File: config.mk
export PLATFORM = sky130hd
export DESIGN_NAME = fft_sequencer
export DESIGN_NICKNAME = d
export VERILOG_FILES = /design/src/rtl/fft_sequencer.sv
export SDC_FILE = /design/constraint.sdc
export NUM_CORES = 1
export LEC_CHECK = 0
export BUFFER_PORTS_ARGS = -buffer_cell sky130_fd_sc_hd__buf_2
export CELL_PAD_IN_SITES_DETAIL_PLACEMENT = 2
export CELL_PAD_IN_SITES_GLOBAL_PLACEMENT = 2
export CORE_UTILIZATION = 30
export CTS_CLUSTER_SIZE = 16
export DETAILED_ROUTE_END_ITERATION = 16
export GPL_ROUTABILITY_DRIVEN = 0
export MAX_ROUTING_LAYER = met4
export PLACE_DENSITY_LB_ADDON = 0.1
export SYNTH_ARGS = -nofsm -noshare
export SYNTH_HDL_FRONTEND = slang
export SYNTH_SLANG_ARGS = --single-unit
File: constraint.sdc
create_clock -name clk -period 3.04 [get_ports clk]
set_input_delay 0.152 -clock clk [delete_from_list [all_inputs] [get_ports clk]]
set_output_delay 0.152 -clock clk [all_outputs]
set_load 0.05 [all_outputs]
File: src/rtl/fft_sequencer.sv
// -----------------------------------------------------------------------------
// fft_sequencer
//
// Address and control sequencer for an in-place radix-2 FFT on a single
// N = 2^LOG2N point sample memory.
//
// A run goes through five phases:
//   1. Wait in idle for a start request.
//   2. Load N input samples into bit-reversed locations.
//   3. For each of LOG2N stages, issue N/2 butterfly operand reads.
//   4. After each stage, let the butterfly pipeline drain so the next
//      stage never reads a location that still has a write in flight.
//   5. Pulse completion, then return to idle.
//
// Ports
//   clk, n_rst              clock; asynchronous active-low reset
//   fft_start, inverse      start request (idle only); inverse mode latched at start
//   in_valid / in_ready     load handshake; in_wr_en = in_valid & in_ready
//   in_addr                 bit-reversed load address
//   stall                   holds butterfly issue for the current cycle
//   rd_en, rd_addr_a/b      butterfly operand read strobe and addresses
//   tw_index, tw_conj       twiddle ROM index and conjugate flag, valid with rd_en
//   wr_en, wr_addr_a/b      butterfly result write, rd_* delayed by BFLY_LAT cycles
//   stage_count             current stage number
//   busy, fft_done          not idle; one-cycle completion pulse
// -----------------------------------------------------------------------------
module fft_sequencer #(
   parameter int LOG2N    = 9,
   parameter int BFLY_LAT = 2
) (
   input  logic             clk,
   input  logic             n_rst,
   input  logic             fft_start,
   input  logic             inverse,
   input  logic             in_valid,
   output logic             in_ready,
   output logic             in_wr_en,
   output logic [LOG2N-1:0] in_addr,
   input  logic             stall,
   output logic             rd_en,
   output logic [LOG2N-1:0] rd_addr_a,
   output logic [LOG2N-1:0] rd_addr_b,
   output logic [LOG2N-2:0] tw_index,
   output logic             tw_conj,
   output logic             wr_en,
   output logic [LOG2N-1:0] wr_addr_a,
   output logic [LOG2N-1:0] wr_addr_b,
   output logic [LOG2N-1:0] stage_count,
   output logic             busy,
   output logic             fft_done
);

   localparam logic [LOG2N-1:0]    LAST_LOAD  = {LOG2N{1'b1}};
   localparam logic [LOG2N-2:0]    LAST_BFLY  = {(LOG2N-1){1'b1}};
   localparam logic [LOG2N-1:0]    LAST_STAGE = LOG2N'(LOG2N - 1);
   // Marks the pipeline slot that drives wr_en this cycle.
   localparam logic [BFLY_LAT-1:0] OLDEST     = BFLY_LAT'(1) << (BFLY_LAT - 1);

   typedef enum logic [2:0] {
      S_IDLE  = 3'd0,
      S_LOAD  = 3'd1,
      S_ISSUE = 3'd2,
      S_DRAIN = 3'd3,
      S_DONE  = 3'd4
   } state_t;

   state_t             r_state,    w_state_next;
   logic [LOG2N-1:0]   r_load_cnt, w_load_cnt_next;
   logic [LOG2N-1:0]   r_stage,    w_stage_next;
   logic [LOG2N-2:0]   r_bfly,     w_bfly_next;
   logic               r_inverse,  w_inverse_next;

   logic [BFLY_LAT-1:0] r_pipe_vld;
   logic [LOG2N-1:0]    r_pipe_a [BFLY_LAT];
   logic [LOG2N-1:0]    r_pipe_b [BFLY_LAT];

   logic [LOG2N-1:0]   w_span;
   logic [LOG2N-1:0]   w_pos_mask;
   logic [LOG2N-2:0]   w_pos;
   logic [LOG2N-1:0]   w_tw_shift;
   logic               w_more_pending;

   // ---------------------------------------------------------------- load addr
   for (genvar gi = 0; gi < LOG2N; gi++) begin : g_bitrev
      assign in_addr[gi] = r_load_cnt[LOG2N-1-gi];
   end

   // --------------------------------------------------------- butterfly addr
   // Operand A is the butterfly index with a zero inserted at bit position
   // 'stage'; operand B is the same address with that bit set.
   assign w_span     = LOG2N'(1) << r_stage;
   assign w_pos_mask = w_span - LOG2N'(1);
   assign w_pos      = r_bfly & w_pos_mask[LOG2N-2:0];
   assign rd_addr_a  = (({1'b0, r_bfly} & ~w_pos_mask) << 1) | {1'b0, w_pos};
   assign rd_addr_b  = rd_addr_a | w_span;
   // Twiddle exponent scales with the stage: pos * N / (2 * span).
   assign w_tw_shift = LAST_STAGE - r_stage;
   assign tw_index   = w_pos << w_tw_shift;
   assign tw_conj    = r_inverse;

   // ------------------------------------------------------------- pipeline
   assign wr_en     = r_pipe_vld[BFLY_LAT-1];
   assign wr_addr_a = r_pipe_a[BFLY_LAT-1];
   assign wr_addr_b = r_pipe_b[BFLY_LAT-1];
   // Any issue still in flight behind the one writing now.
   assign w_more_pending = |(r_pipe_vld & ~OLDEST);

   always_ff @(posedge clk or negedge n_rst) begin
      if (!n_rst) begin
         r_pipe_vld <= '0;
         for (int i = 0; i < BFLY_LAT; i++) begin
            r_pipe_a[i] <= '0;
            r_pipe_b[i] <= '0;
         end
      end else begin
         r_pipe_vld  <= (r_pipe_vld << 1) | BFLY_LAT'(rd_en);
         r_pipe_a[0] <= rd_addr_a;
         r_pipe_b[0] <= rd_addr_b;
         for (int i = 1; i < BFLY_LAT; i++) begin
            r_pipe_a[i] <= r_pipe_a[i-1];
            r_pipe_b[i] <= r_pipe_b[i-1];
         end
      end
   end

   // --------------------------------------------------------------- status
   assign in_wr_en    = in_valid & in_ready;
   assign stage_count = r_stage;
   assign busy        = (r_state != S_IDLE);
   assign fft_done    = (r_state == S_DONE);

   // ------------------------------------------------------------------ FSM
   always_ff @(posedge clk or negedge n_rst) begin
      if (!n_rst) begin
         r_state    <= S_IDLE;
         r_load_cnt <= '0;
         r_stage    <= '0;
         r_bfly     <= '0;
         r_inverse  <= 1'b0;
      end else begin
         r_state    <= w_state_next;
         r_load_cnt <= w_load_cnt_next;
         r_stage    <= w_stage_next;
         r_bfly     <= w_bfly_next;
         r_inverse  <= w_inverse_next;
      end
   end

   always_comb begin
      w_state_next    = r_state;
      w_load_cnt_next = r_load_cnt;
      w_stage_next    = r_stage;
      w_bfly_next     = r_bfly;
      w_inverse_next  = r_inverse;
      in_ready        = 1'b0;
      rd_en           = 1'b0;

      case (r_state)
         S_IDLE: begin
            if (fft_start) begin
               w_state_next    = S_LOAD;
               w_inverse_next  = inverse;
               w_load_cnt_next = '0;
               w_stage_next    = '0;
               w_bfly_next     = '0;
            end
         end
         S_LOAD: begin
            in_ready = 1'b1;
            if (in_valid) begin
               if (r_load_cnt == LAST_LOAD) begin
                  w_state_next = S_ISSUE;
                  w_stage_next = '0;
                  w_bfly_next  = '0;
               end else begin
                  w_load_cnt_next = r_load_cnt + LOG2N'(1);
               end
            end
         end
         S_ISSUE: begin
            if (!stall) begin
               rd_en = 1'b1;
               if (r_bfly == LAST_BFLY) begin
                  w_state_next = S_DRAIN;
                  w_bfly_next  = '0;
               end else begin
                  w_bfly_next = r_bfly + (LOG2N-1)'(1);
               end
            end
         end
         S_DRAIN: begin
            // Leave on the cycle the stage's final result is written.
            if (wr_en && !w_more_pending) begin
               if (r_stage == LAST_STAGE) begin
                  w_state_next = S_DONE;
               end else begin
                  w_state_next = S_ISSUE;
                  w_stage_next = r_stage + LOG2N'(1);
                  w_bfly_next  = '0;
               end
            end
         end
         S_DONE: begin
            w_state_next = S_IDLE;
         end
         default: begin
            w_state_next = S_IDLE;
         end
      endcase
   end

endmodule

After elaboration in Yosys (flattened, before gate mapping). Index checks and enable logic that the tools add are counted. Widths: inputs -> output; s select.

Register bits after elaboration: 68. Bits in latches: 0. RAM bits: 0. ROM bits: 0. Output and inout port bits: 69. Logic and storage cells: 79. Memories: 0.

Add/sub/neg operators: 5. $mul: 0. Divide/modulo/power cells: 0. Magnitude comparators: 0. Equality and inequality tests: 15. Shifts and indexed selects: 2. Mux-type cells: 28. Bitwise gates (word level): 7. Reduce and logical (&&, ||, !) cells: 12.

Operators by type and width (count): $mux 9 (7); $mux 8 (7); $pmux 8 s4 (1); $pmux 9 s3 (1); $mux 3 (7); $add 9x1->9 const B (2); $pmux 9 s2 (1); $and 8x8->8 (2); $ne 2x2->1 const B (8); $pmux 3 s4 (1); $reduce_and 6->1 (2); $eq 9x4->1 const B (1); $eq 9x9->1 const B (1); $or 9x8->9 (1); $or 9x9->9 (1); $shl 1x9->9 const A (1); $shl 8x9->8 (1); $sub 4x9->9 const A (1); $add 8x1->8 const B (1); $eq 8x8->1 const B (1); $not 8->8 (1); $sub 8x1->8 const B (1); $reduce_and 7->1 (1); $eq 3x2->1 const B (2); 13 further kinds (16).

Logic depth before layout (Yosys ltp).
Word-level depth: 6. Mapped depth: 13. Depth with buffers taken out: 9.

Worst setup path before layout. Ideal clock, no wire load.

Kind: reg-to-output. From: register r_stage[5] (netlist: stage_count[5]). To: output port tw_index[2]. Data arrival time: 5.112 ns. Slack: -2.224 ns. Cell stages (with the launch flop): 14. Path through: dfrtp_1 > buf_2 > or4_1 > buf_6 > buf_6 > nor2_1 > nand3_1 > ha_1 > clkbuf_1 > nor3b_1 > nand4_1 > nand3_1 > nor2_1 > a2111oi_0.

Longest elaborated chain between the ends: 4. Elaborated cells between the ends (all ways): 5. Those cells by class: add/sub (2); shift (2); bitwise (1).

Ends and longest elaborated chain: start, declared (line 69) `logic [LOG2N-1:0] r_stage, w_stage_next;`; start signal, assigned (line 143) `r_stage <= w_stage_next;`; $shl 1x9->9 (line 91) `assign w_span = LOG2N'(1) << r_stage;`; $sub 8x1->8 (line 92) `assign w_pos_mask = w_span - LOG2N'(1);`; $and 8x8->8 (line 93) `assign w_pos = r_bfly & w_pos_mask[LOG2N-2:0];`; $shl 8x9->8 (*) (line 98) `assign tw_index = w_pos << w_tw_shift;`; end, declared (line 43) `output logic [LOG2N-2:0] tw_index,`.

Mark *: on every way between the ends. The rest lies on a longest branch, timed or not.

Worst setup path after layout.
From: register r_stage[5] (netlist: stage_count[5]). To: output port rd_addr_b[6].

Longest elaborated chain between the ends: 6. Elaborated cells between the ends (all ways): 7. Those cells by class: add/sub (1); shift (1); bitwise (5).

Ends and longest elaborated chain: $shl 1x9->9 (*) (line 91); $sub 8x1->8 (line 92); $not 8->8 (line 94) `assign rd_addr_a = (({1'b0, r_bfly} & ~w_pos_mask) << 1) | {1'b0, w_pos};`; $and 8x8->8 (line 94); $or 9x8->9 (line 94); $or 9x9->9 (*) (line 95) `assign rd_addr_b = rd_addr_a | w_span;`; end, declared (line 42) `output logic [LOG2N-1:0] rd_addr_b,`.

Marks and branches as above.

==> results.yml <==
clock_tree:
  cts.clk_slew.worst_paths_ns: 0.06
  clock_sink_count: 68
  tritoncts.num_buffers: 9
  max-clock-path-buffers: 2
  cts_tree: "built"
  worst_skew_pair.late_latency_ns: 0.34
  h-tree-depth: 3
  clock-root-buffer: "clkbuf_16"
floorplan:
  coreArea_um2: 12000
  die_outline_width_um: 113
  fp.dieH_um: 113
  ioPinCount: 75
  die_area_um2: 12700
  row_count: 40
  start_util_pct: 30.8
detailed_routing:
  drt_iter0_drc: 165
  via_count: 3404
  wl_mm: 12.5
  wl_per_cell_um: 20.1
  remaining_drc_errors: 0
  drt-vias-per-instance: 5.45
  detailedRoute.firstPassIterationCount: 4
  ant_nets: 0
synth:
  netlist_area_um2: 3680
  synthFlopType: "dfrtp_1"
  avg_cell_area_syn_um2: 9.41
  yosysSeqAreaShare_pct: 46.2
  synth.net_count: 403
  netlist.area_leader.share_pct: 46.2
  synth.ff_latch_count: 68
  synth_edf_count: 0
  netlist-cell-type-count: 64
  yosys_warnings: 0
  synthCells: 391
  synthArstFlopShare_pct: 100
  synth_area_leaders: "dfrtp_1 46%, buf_4 4.1%, nand2_1 2.8%, nor2_1 2.8%, a21oi_1 2.2%"
  yosysTopAreaCell: "dfrtp_1"
worst_setup_path:
  timing.critical_path.from_type: "flop"
  r2r_setup_slack_ns: 0.21
  r2r-start: "r_load_cnt[0]"
  worst_r2r_endpoint: "stage_count[5]"
  end_kind: "output port"
  worst_r2r_path_depth: 9
  data_arrival_time_of_the_critical_path_ns: 3.16
  required_ns: 2.89
  cp_max_fo: 4
  timing_worst_setup_path_type: "reg -> out"
layout:
  final_cell_count_no_fill: 625
  fin_nets: 486
  antennaDiodeCount: 0
  drive_gt1_share_pct: 39.1
  syn2layout_area_growth_pct: 35.7
grt:
  first_pass_grt_wire_length_mm: 20.3
  grt_use_total_pct: 21.4
  maximum_number_of_pins_on_one_net_before_global_route_repair: 36
  global_route.overflow_total: 0
  grt_pass1_vias: 3667
  grt_antenna_before_repair: 0
hold_path:
  min-delay-path-class: "in -> reg"
  hp-start: "inverse"
  min_delay_path_depth: 2
  hold-path-endpoint: "tw_conj"
timing:
  finalSetupViolations: 10
  fin_setup_tns_ns: -1.78
  drv_slew: 0
  final_min_period_over_clock_period_pct: 109
  timing.final.ws_setup_ns: -0.268
  relSlewSlack_pct: 44.8
  tightest_slew_ns: 0.828
  fin_crit_ns: 3.31
  finalHoldViolations: 0
  fin_worst_skew_ns: 0.00801
  grt_setup_unrepaired: "yes"
  holdWs_ns: 0.0523
  achievable-frequency_mhz: 302
run_status:
  violations_in_the_final_reports: "negative setup slack"
  status: "complete, but fails checks"
placed_design:
  hpwl_mm: 8.87
  io_buffer_count: 74
  place_inst: 598
flow_run:
  drv.max_cap_violation_count: 0
[stage by stage]
step	setup WS, ns	instance area, um^2	util, %
floorplan	-0.399	3950	-
global placement	0.0754	4450	37.2
detailed placement	-0.0681	4450	37.2
CTS	-0.267	4910	41.1
global route	-0.367	4990	41.8
finish	-0.268	4990	41.8
[layer usage]
metal	vias to the layer above	track usage (%)	part of all wire [%]
li1	1568	-	-
met1	1757	26.4	45
met2	65	36.1	51
met3	14	3.43	2.8
met4	0	6.58	1.5
met5	-	-	0
[sequential cells by signal (all words and copies together) (netlist names)]
name	cells
r_bfly	8
r_load_cnt	9
r_pipe_a	9
r_pipe_b	9
r_pipe_vld	2
r_state	3
stage_count	9
tw_conj	1
wr_addr_a	9
wr_addr_b	9
[worst max path at each step]
| stage | from | endpoint | slack (ns) |
|---|---|---|---|
| 2_1_floorplan | stage_count[5] | tw_index[4] | -0.40 |
| 3_3_place_gp | stage_count[5] | tw_index[4] | 0.08 |
| 3_5_place_dp | stage_count[5] | tw_index[6] | -0.07 |
| 4_1_cts | stage_count[5] | tw_index[4] | -0.27 |
| 5_1_grt | stage_count[5] | rd_addr_b[6] | -0.37 |
| 6_report | stage_count[5] | rd_addr_b[6] | -0.27 |
[cells by family after synthesis]
family,count (synthesis),share of synthesized area (%)
AO/OA/AOI/OAI,103,19.6
buffers and inverters,60,8.87
XOR/XNOR,8,1.90
adder cells (fa/ha/maj),6,2.04
AND/OR/NAND/NOR,142,20.2
flip-flops,68,46.2
multiplexers,4,1.12
[layout make-up]
cell class	instances	area [um^2]
inverter	16	60.1
fill	1294	6970
timing repair buffer	116	774
tap	147	184
sequential	68	1710
clock buffer	9	225
multi-input combinational	263	2000
clock inverter	6	42.5
[cells in the mapped netlist (9+ instances only)]
| library cell | n |
|---|---|
| nor3_1 | 15 |
| or3_1 | 9 |
| nor2_1 | 27 |
| o21ai_0 | 16 |
| clkbuf_1 | 16 |
| inv_1 | 15 |
| nand2_1 | 27 |
| buf_4 | 20 |
| a21oi_1 | 16 |
| o31ai_1 | 10 |
| nand3_1 | 16 |
| dfrtp_1 | 68 |
[critical path: stages (launching register included)]
cell and delay [ns]:
dfrtp_2 0.40, or4_4 0.57, nor2_4 0.14, nand3_2 0.12
ha_4 0.19, or3_4 0.38, o31ai_2 0.23, a31oi_2 0.15
buf_4 0.17, o21ai_4 0.18, a31o_4 0.14, buf_8 0.14
[placed cells by master, fill, tap and decap left out, drive strengths merged, types with 6 or more instances in the layout]
master  instances
nor2           27
buf           115
nand2          27
nor3           15
a31oi           6
a21oi          16
inv            15
nand3          16
nor2b           8
xnor2           6
o31ai          10
ha              6
nor4            7
clkbuf          9
o21ai          23
dfrtp          68
or3             9
nand2b          8
[what timing repair did]
| item | 4_1_cts | 5_1_grt |
|---|---|---|
| hold endpoints to repair | 33 | 0 |
| pin swaps | 3 | 7 |
| buffers inserted | 8 | 3 |
| setup endpoints to repair | 15 | 21 |
| hold buffers | 1 | 0 |
| gates resized for setup | 32 | 11 |
Power is left out: the tool's default activity adds up to more than one toggle a clock period on the data nets, which glitch-free logic cannot reach.
